`src/rtl/pll_reset_sequencer.sv`:
```
// PLL reset pulse generator and lock qualifier: pulses PLL RESET, waits for a stable
// synchronised lock, then releases the downstream reset while lock holds.
module pll_reset_sequencer #(
    parameter int unsigned RST_CYCLES    = 16,
    parameter int unsigned LOCK_TIMEOUT  = 2500000,
    parameter int unsigned STABLE_CYCLES = 65536,
    parameter int unsigned CNT_W         = 22,
    parameter int unsigned ERR_W         = 8
) (
    input  logic             clk,
    input  logic             resetn,
    input  logic             pll_lock,
    input  logic             soft_rst_req,
    output logic             pll_reset,
    output logic             sys_rst_n,
    output logic             locked,
    output logic [1:0]       state,
    output logic [ERR_W-1:0] loss_count,
    output logic [ERR_W-1:0] timeout_count
);

    typedef enum logic [1:0] {
        PLL_RST   = 2'b00,
        WAIT_LOCK = 2'b01,
        STABLE    = 2'b10,
        RUN       = 2'b11
    } state_e;

    localparam logic [CNT_W-1:0] RST_LAST     = CNT_W'(RST_CYCLES - 1);
    localparam logic [CNT_W-1:0] TIMEOUT_LAST = CNT_W'(LOCK_TIMEOUT - 1);
    localparam logic [CNT_W-1:0] STABLE_LAST  = CNT_W'(STABLE_CYCLES - 1);
    localparam logic [ERR_W-1:0] ERR_MAX      = {ERR_W{1'b1}};

    state_e             state_q, state_d;
    logic [CNT_W-1:0]   cnt_q, cnt_d;
    logic [ERR_W-1:0]   loss_q, loss_d;
    logic [ERR_W-1:0]   tmo_q, tmo_d;
    logic               sync1_q, lock_s_q;
    logic               pll_reset_q, run_q;

    // Two-flop synchroniser for the asynchronous PLL lock.
    always_ff @(posedge clk or negedge resetn) begin
        if (!resetn) begin
            sync1_q  <= 1'b0;
            lock_s_q <= 1'b0;
        end else begin
            sync1_q  <= pll_lock;
            lock_s_q <= sync1_q;
        end
    end

    // Next-state, counter and error-count logic; soft request overrides everything.
    always_comb begin
        state_d = state_q;
        cnt_d   = cnt_q;
        loss_d  = loss_q;
        tmo_d   = tmo_q;
        if (soft_rst_req) begin
            state_d = PLL_RST;
            cnt_d   = {CNT_W{1'b0}};
        end else begin
            case (state_q)
                PLL_RST: begin
                    if (cnt_q == RST_LAST) begin
                        state_d = WAIT_LOCK;
                        cnt_d   = {CNT_W{1'b0}};
                    end else begin
                        cnt_d = cnt_q + CNT_W'(1);
                    end
                end
                WAIT_LOCK: begin
                    if (lock_s_q) begin
                        state_d = STABLE;
                        cnt_d   = {CNT_W{1'b0}};
                    end else if (cnt_q == TIMEOUT_LAST) begin
                        state_d = PLL_RST;
                        cnt_d   = {CNT_W{1'b0}};
                        tmo_d   = (tmo_q == ERR_MAX) ? tmo_q : tmo_q + ERR_W'(1);
                    end else begin
                        cnt_d = cnt_q + CNT_W'(1);
                    end
                end
                STABLE: begin
                    if (!lock_s_q) begin
                        state_d = WAIT_LOCK;
                        cnt_d   = {CNT_W{1'b0}};
                    end else if (cnt_q == STABLE_LAST) begin
                        state_d = RUN;
                        cnt_d   = {CNT_W{1'b0}};
                    end else begin
                        cnt_d = cnt_q + CNT_W'(1);
                    end
                end
                RUN: begin
                    cnt_d = {CNT_W{1'b0}};
                    if (!lock_s_q) begin
                        state_d = PLL_RST;
                        loss_d  = (loss_q == ERR_MAX) ? loss_q : loss_q + ERR_W'(1);
                    end else begin
                        state_d = RUN;
                    end
                end
                default: begin
                    state_d = PLL_RST;
                    cnt_d   = {CNT_W{1'b0}};
                end
            endcase
        end
    end

    // State, counters and output flops; outputs are decoded from the next state
    // so they change on the same edge as the state register.
    always_ff @(posedge clk or negedge resetn) begin
        if (!resetn) begin
            state_q     <= PLL_RST;
            cnt_q       <= {CNT_W{1'b0}};
            loss_q      <= {ERR_W{1'b0}};
            tmo_q       <= {ERR_W{1'b0}};
            pll_reset_q <= 1'b1;
            run_q       <= 1'b0;
        end else begin
            state_q     <= state_d;
            cnt_q       <= cnt_d;
            loss_q      <= loss_d;
            tmo_q       <= tmo_d;
            pll_reset_q <= (state_d == PLL_RST);
            run_q       <= (state_d == RUN);
        end
    end

    assign pll_reset     = pll_reset_q;
    assign sys_rst_n     = run_q;
    assign locked        = run_q;
    assign state         = state_q;
    assign loss_count    = loss_q;
    assign timeout_count = tmo_q;

endmodule
```
`config.mk`:
```
export PLATFORM = sky130hd
export DESIGN_NAME = pll_reset_sequencer
export DESIGN_NICKNAME = d
export VERILOG_FILES = /design/src/rtl/pll_reset_sequencer.sv
export SDC_FILE = /design/constraint.sdc
export NUM_CORES = 1
export LEC_CHECK = 0
export CAP_MARGIN = 15
export CORE_UTILIZATION = 25
export DETAILED_ROUTE_END_ITERATION = 8
export GPL_ROUTABILITY_DRIVEN = 0
export SLEW_MARGIN = 10
export SYNTH_ARGS = -nofsm -noshare
export SYNTH_HDL_FRONTEND = slang
export SYNTH_SLANG_ARGS = --single-unit
```
`constraint.sdc`:
```
create_clock -name clk -period 4.7 [get_ports clk]
set_input_delay 0.47 -clock clk [delete_from_list [all_inputs] [get_ports clk]]
set_output_delay 0.47 -clock clk [all_outputs]
set_load 0.05 [all_outputs]
```
## After elaboration in Yosys (flattened, before gate mapping)

Index checks and enable logic that the tools add are counted.

- Register bits: 44
- Word-level logic and storage cells: 43

- Add/sub/neg operators: 3
- Eq/ne operators: 9
- Mux-type cells: 15
- Bitwise operators: 4
- Reductions and logical operators: 4

Operators with widths:

| operator | number |
|---|---|
| $mux W22 | 6 |
| $pmux W22 S4 | 1 |
| $add A22 B1 Y22 const B | 1 |
| $eq A22 B16 Y1 const B | 1 |
| $eq A22 B22 Y1 const B | 1 |
| $eq A22 B4 Y1 const B | 1 |
| $add A8 B1 Y8 const B | 2 |
| $eq A8 B8 Y1 const B | 2 |
| $mux W2 | 7 |
| $pmux W2 S4 | 1 |
| $eq A2 B2 Y1 const B | 3 |
| $reduce_and A5 Y1 | 1 |
| $logic_not A2 Y1 | 2 |
| $not A1 Y1 | 4 |
| $reduce_and A4 Y1 | 1 |
| $eq A2 B1 Y1 const B | 1 |

## Depth between registers and ports, before layout

Gate-level depths: netlist of the first run.

- Depth after elaboration: 6
- Mapped depth: 7
- Gate-level depth less buffers: 6

## Worst setup path after synthesis of the first run

OpenSTA, ideal clock, no wires.

- Kind: flip-flop to flip-flop
- From: reg state_q[0] (netlist: state[0])
- To: reg tmo_q[1] (netlist: timeout_count[1])
- Library setup time: 125 ps
- Arrival: 2083 ps
- Data required time: 4575 ps
- Setup slack: 2492 ps
- Cell stages (with the launch flop): 5
- Period minus slack after synthesis: 2208 ps
- Cells stage by stage: dfrtp_1 -> or4b_1 -> a41o_1 -> nor4_4 -> mux2_2

- Word-level cells in the longest chain between the ends: 2

Ends and longest elaborated chain:

| element | RTL line | text |
|---|---|---|
| from (decl) | 34 | `state_e state_q, state_d;` |
| from (signal assigned) | 122 | `state_q <= state_d;` |
| $eq A2 B1 Y1 | 62 | `case (state_q)` |
| $reduce_and A5 Y1 (no source line) | -- |  |
| to (signal assigned) | 118 | `tmo_q <= {ERR_W{1'b0}};` |
| to (signal assigned) | 125 | `tmo_q <= tmo_d;` |
| to (decl) | 37 | `logic [ERR_W-1:0] tmo_q, tmo_d;` |

Every way passes these cells.
A chain may end at the register's enable or synchronous reset.

## Final worst setup path of the first run

- From: reg cnt_q[0]
- To: reg cnt_q[9]

- Word-level cells in the longest chain between the ends: 5

Ends and longest elaborated chain:

| element | RTL line | text |
|---|---|---|
| from (decl) | 35 | `logic [CNT_W-1:0] cnt_q, cnt_d;` |
| from (signal assigned) | 116 | `cnt_q <= {CNT_W{1'b0}};` |
| from (signal assigned) | 123 | `cnt_q <= cnt_d;` |
| $add A22 B1 Y22, or another cell as far along | 68, 80, 91 |  |
| $mux W22, on equally long branches | 87, 75 |  |
| $mux W22, on equally long branches | 84, 72 |  |
| $pmux W22 S4 (*) | 62 |  |
| $mux W22 (*) | 58 | `if (soft_rst_req) begin` |
| net cnt_d[9] | 35 |  |

Mark *: on every way through the listed nets, which the timed path passes. The rest lies on a longest branch.

==> run_results.csv, run 1 <==
group,metric,value,unit
clock_tree,cts_setup_buffers,0,
synth,synth_compound_area_frac,0.0342,
power,power_frac_seq,0.561,
synth,ys.flop_type,"dfrtp_1",
synth,synth_area_per_cell,10.8,µm²
critical_path,endpoint,"cnt_q[9]$_DFF_PN0_",
critical_path,cp-startpoint,"cnt_q[0]$_DFF_PN0_",
die,die_x,95.7,µm
synth,synthMuxAreaShare,0.0103,
grt,grt_use_total,0.0991,
critical_path,worstReg2RegEnd,"cnt_q[9]$_DFF_PN0_",
synth,synth.cell_area,2190,µm²
synth,synth-xor-area-share,0.136,
clock_tree,clk_latency,290,ps
synth,ys_seq_area_frac,0.502,
synth,yosysWarningCount,0,
power,p_comb_frac,0.027,
power,clockPowerShare,0.412,
critical_path,worstPathArrival,2790,ps
place,place_area,2510,µm²
clock_tree,cts_tree,"done",
routing,route.detailed.drc,0,
worst_hold_path,hp-class,"in -> async",
critical_path,r2r_cells,6,
clock_tree,cts_root_buf,"clkbuf_8",
die,chipHeight,95.7,µm
synth,synthSimpleGateAreaFrac,0.274,
clock_tree,cts_resized,0,
synth,synth_cell_types,37,
die,rows,33,
critical_path,crit_fanout,22,
timing,finalSetupTns,0,ps
synth,syn-num-nets,210,
routing,drtIter0Drc,65,
routing,totalWireLength,4130,µm
timing,fmax,376,MHz
timing,report.final.slew_viol_count,0,
critical_path,required,4840,ps
clock_tree,htreeDepth,2,
synth,synth_edf_count,0,
power,powerDensity,261,nW/µm²
grt,met2_usage,0.157,
synth,synth_area_leaders,"dfrtp_1, xnor2_1, xor2_1",
finish,design_area,2630,µm²
timing,slew_headroom,0.351,
timing,finalSetupViolations,0,
power,leakagePower,0.00105,µW
die,die_area,9160,µm²
clock_tree,cts.clk_slew.worst_paths,80,ps
timing,post-route-period-util,0.565,
finish,fill_cells,872,
finish,multi_input_area,1030,µm²
die,initial_utilization,0.263,
synth,ys_seq_elements,44,
clock_tree,cts.sinks,44,
routing,via_per_inst,4.80,
routing,wire_per_inst,12.4,µm
critical_path,critical_path.startpoint_type,"flop",
grt,grt_pass1_vias,1532,
clock_tree,postCtsHoldBufs,0,
power,p_sw,141,µW
grt,met3_usage,0.0355,
grt,grt_max_degree,45,
run_status,run_status,"finished clean",
grt,grt_pass1_wl,7050,µm
grt,grt_overflow,0,
finish,area_growth,19.7,%
synth,synth_adder_area_share,0.0171,
critical_path,endpoint_kind,"flop",
finish,drive_above_1_share,0.0833,
finish,layout_commonest_cell,"dfrtp_1",
clock_tree,cts_buffer_depth,2,
timing,fin_skew,6.62,ps
routing,ant_nets,0,
synth,syn_inst,203,
synth,yosys.area.top_type,"dfrtp_1",
critical_path,critPathKind,"reg -> reg",
die,io_pins,25,
synth,synthArstFlopShare,1.00,
flow_run,cap_viol_max_count,0,
grt,antenna_found_initial,0,
place,dpl.hpwl,2820,µm
die,design.core.area,8340,µm²
routing,dr.pass1.iters,4,
power,p_int,545,µW
grt,grt.busiest_layer,"met2",
finish,layout.nets,234,
power,ir_drop,0.0983,mV
critical_path,r2r-start,"cnt_q[0]$_DFF_PN0_",
clock_tree,cts_buffers,5,
finish,antennaDiodeCount,0,
timing,rsz0062_at_grt,"no",
power,p_total,685,µW
finish,layout_common_cells,"dfrtp_1, nor3_1, clkdlybuf4s50_1",
power,swShare,0.205,
timing,finalHoldViolCount,0,
routing,vias,1597,
grt,gr-usage-met1,0.121,
place,io_buffers,24,
finish,ff_latch_area,1100,µm²
critical_path,r2r_slack,2040,ps
timing,period_needed,2660,ps
timing,worst_pin_slew,973,ps
synth,synth_top_family_by_area,"simple AND/OR/NAND/NOR gates",
synth,netlist.area_leader.share,0.490,
power by group through the flow:
| stage | logic [µW] | registers (µW) | clock network (µW) |
|---|---|---|---|
| global route | 21.6 | 385 | 311 |
| finish | 18.7 | 384 | 282 |
| CTS | 19.5 | 384 | 294 |
| floorplan | 7.80 | 391 | 0 |
| detailed placement | 19.4 | 392 | 0 |
| global placement | 19.2 | 392 | 0 |
critical path: stages (launching register included):
cell and delay (ps):
dfrtp_1 390, ha_1 250, and3_1 260, nand4_1 110
or4_1 570, a211oi_4 800, nor3_1 120
worst min path at each step:
stage | cells past startpoint | from | slack (ps) | end
6_report | 1 | resetn | 320 | timeout_count[2]$_DFFE_PN0P_
5_1_grt | 0 | sync1_q$_DFF_PN0_ | 370 | lock_s_q$_DFF_PN0_
4_1_cts | 1 | resetn | 360 | timeout_count[2]$_DFFE_PN0P_
3_5_place_dp | 0 | sync1_q$_DFF_PN0_ | 340 | lock_s_q$_DFF_PN0_
3_3_place_gp | 0 | sync1_q$_DFF_PN0_ | 340 | lock_s_q$_DFF_PN0_
2_1_floorplan | 0 | resetn | 170 | cnt_q[0]$_DFF_PN0_
metrics by stage:
stage / setup WS [ps] / util / cells / hold WS, ps
2_1_floorplan: 2490 / - / 203 / 174
3_3_place_gp: 1970 / 0.301 / 324 / 336
3_5_place_dp: 1970 / 0.301 / 324 / 341
4_1_cts: 2010 / 0.314 / 332 / 361
5_1_grt: 1780 / 0.315 / 333 / 373
6_report: 2040 / 0.315 / 333 / 322
per-layer routing:
layer | share of wire | up-vias
li1 | - | 783
met1 | 0.49 | 776
met2 | 0.46 | 31
met3 | 0.045 | 7
met4 | 0.014 | 0
met5 | 0 | -
sequential cells by signal, summed over array words and instances, names as in the netlist:
signal and count:
cnt_q 22, loss_count 8, timeout_count 8, state 2
lock_s_q 1, locked 1, pll_reset 1, sync1_q 1
synthesized netlist by cell type, types with 4 or more instances:
cell type,n
nand3_1,12
and3_1,7
nand2_1,15
nand4_1,13
clkbuf_1,4
xor2_1,17
nor2_1,5
nor4_1,4
xnor2_1,17
dfrtp_1,43
nor3_1,27
and4_1,4
layout make-up:
cell class	count	share of cell area
inverter	1	0.00143
tap	105	0.0500
sequential	44	0.420
multi-input combinational	149	0.394
clock inverter	2	0.0133
timing repair buffer	26	0.0943
clock buffer	6	0.0276
cell families after synthesis:
group           after synthesis
compound gates                8
simple gates                102
xor+xnor                     34
mux                           2
buf+inv                      10
fa+ha+maj                     3
flops                        44
Power figures use the tool's default switching activity.
==> run 2: changes to the inputs <==
- clock period: 4.7 -> 2.5 ns (I/O delays scaled with it)
==> run_results.csv, run 2 (same netlist as run 1, synthesis figures left out) <==
group,metric,value,unit
clock_tree,cts_tree,"done",
critical_path,worstPathArrival,2460,ps
critical_path,critical_path.startpoint_type,"flop",
clock_tree,cts_setup_buffers,0,
finish,post-route-util,0.320,
flow_run,cap_viol_max_count,0,
critical_path,endpoint_kind,"flop",
timing,worst_pin_slew,985,ps
critical_path,crit_fanout,22,
grt,grt_pass1_vias,1632,
finish,layout.nets,238,
clock_tree,postCtsHoldBufs,0,
timing,fin_ws,210,ps
routing,top_layer,"met4",
timing,slew_headroom,0.343,
grt,grt_pass1_wl,7900,µm
timing,finalSetupTns,0,ps
run_status,run_status,"finished clean",
timing,fin_skew,2.56,ps
routing,route.detailed.drc,0,
power,leakagePower,0.00108,µW
timing,finalSetupViolations,0,
timing,finalHoldViolCount,0,
power,p_total,1300,µW
die,io_pins,25,
clock_tree,cts.sinks,44,
finish,design_area,2670,µm²
die,initial_utilization,0.263,
die,design.core.area,8340,µm²
clock_tree,clk_latency,290,ps
routing,wire_per_inst,13.1,µm
finish,area_growth,21.7,%
die,die_area,9160,µm²
routing,ant_nets,0,
routing,met2_length,1950,µm
timing,rsz0062_at_grt,"no",
grt,antenna_found_initial,0,
grt,grt_use_total,0.109,
timing,fmax,437,MHz
clock_tree,cts_buffer_depth,2,
routing,wl_met3,240,µm
power,powerDensity,488,nW/µm²
routing,drtIter0Drc,115,
place,io_buffers,24,
place,dpl.hpwl,2990,µm
timing,report.final.slew_viol_count,0,
routing,dr.pass1.iters,4,
worst_hold_path,hp-class,"in -> async",
critical_path,required,2670,ps
routing,via_per_inst,4.87,
finish,antennaDiodeCount,0,
routing,vias,1641,
die,die_x,95.7,µm
place,dpl_worst_slack,231,ps
die,chipHeight,95.7,µm
place,place_area,2560,µm²
timing,period_needed,2290,ps
grt,grt_overflow,0,
clock_tree,cts_root_buf,"clkbuf_8",
routing,m1WireLength,2180,µm
finish,drive_above_1_share,0.0991,
finish,top_register,"cnt_q",
clock_tree,htreeDepth,2,
grt,grt_max_degree,45,
critical_path,critPathKind,"reg -> reg",
finish,layout_commonest_cell,"dfrtp_1",
finish,largest_reg_flops,22,
die,rows,33,
timing,post-route-period-util,0.916,
routing,totalWireLength,4420,µm
clock_tree,cts.clk_slew.worst_paths,80,ps
clock_tree,cts_buffers,5,
clock_tree,cts_resized,0,
finish,layout_common_cells,"dfrtp_1, nor3_1, clkdlybuf4s50_1",
power,ir_drop,0.209,mV
## run 2: changes by cell type in the layout (fill, tap and decap cells not counted), sizes merged
cell	change
buf	+5
clkbuf	-1
## run 2: final cells by class
| type | instances | area (µm²) |
|---|---|---|
| Clock buffer | 6 | 72.6 |
| Clock inverter | 2 | 35.0 |
| Fill cell | 858 | 5670 |
| Inverter | 1 | 3.75 |
| Multi-Input combinational cell | 149 | 1030 |
| Sequential cell | 44 | 1100 |
| Tap cell | 105 | 131 |
| Timing Repair Buffer | 30 | 293 |
## run 2: metrics by stage
stage	instances	hold WS, ps
2_1_floorplan	203	-45.6
3_3_place_gp	329	336
3_5_place_dp	329	345
4_1_cts	337	156
5_1_grt	337	188
6_report	337	115
## run 2: metal layers
metal,vias to the layer above,global-route usage
li1,798,-
met1,796,0.150
met2,41,0.168
met3,6,0.0292
met4,0,0.0299
met5,-,0
## run 2: critical path, stage by stage, from the launching register on
cell	delay, ps
dfrtp_1	400
ha_1	260
and3_1	270
nand4_1	120
or4_1	580
a211oi_4	270
buf_12	190
nor3_1	70
## run 2: power by group
part           internal [µW]  switching, µW  leakage, µW
sequential               717           5.81     0.000604
combinational           10.6           25.1     0.000420
clock                    297            247    0.0000552
## run 2: path summary, 6_finish.rpt
kind | cells past startpoint | slack [ps] | endpoint | from
max | 7 | 210 | cnt_q[11]$_DFF_PN0_ | cnt_q[0]$_DFF_PN0_
max in group asynchronous | 1 | 1790 | cnt_q[3]$_DFF_PN0_ | resetn
min in group clk | 0 | 360 | lock_s_q$_DFF_PN0_ | sync1_q$_DFF_PN0_
min reg2reg | 0 | 360 | lock_s_q$_DFF_PN0_ | sync1_q$_DFF_PN0_
min | 1 | 110 | timeout_count[3]$_DFFE_PN0P_ | resetn
max reg2reg | 7 | 210 | cnt_q[11]$_DFF_PN0_ | cnt_q[0]$_DFF_PN0_
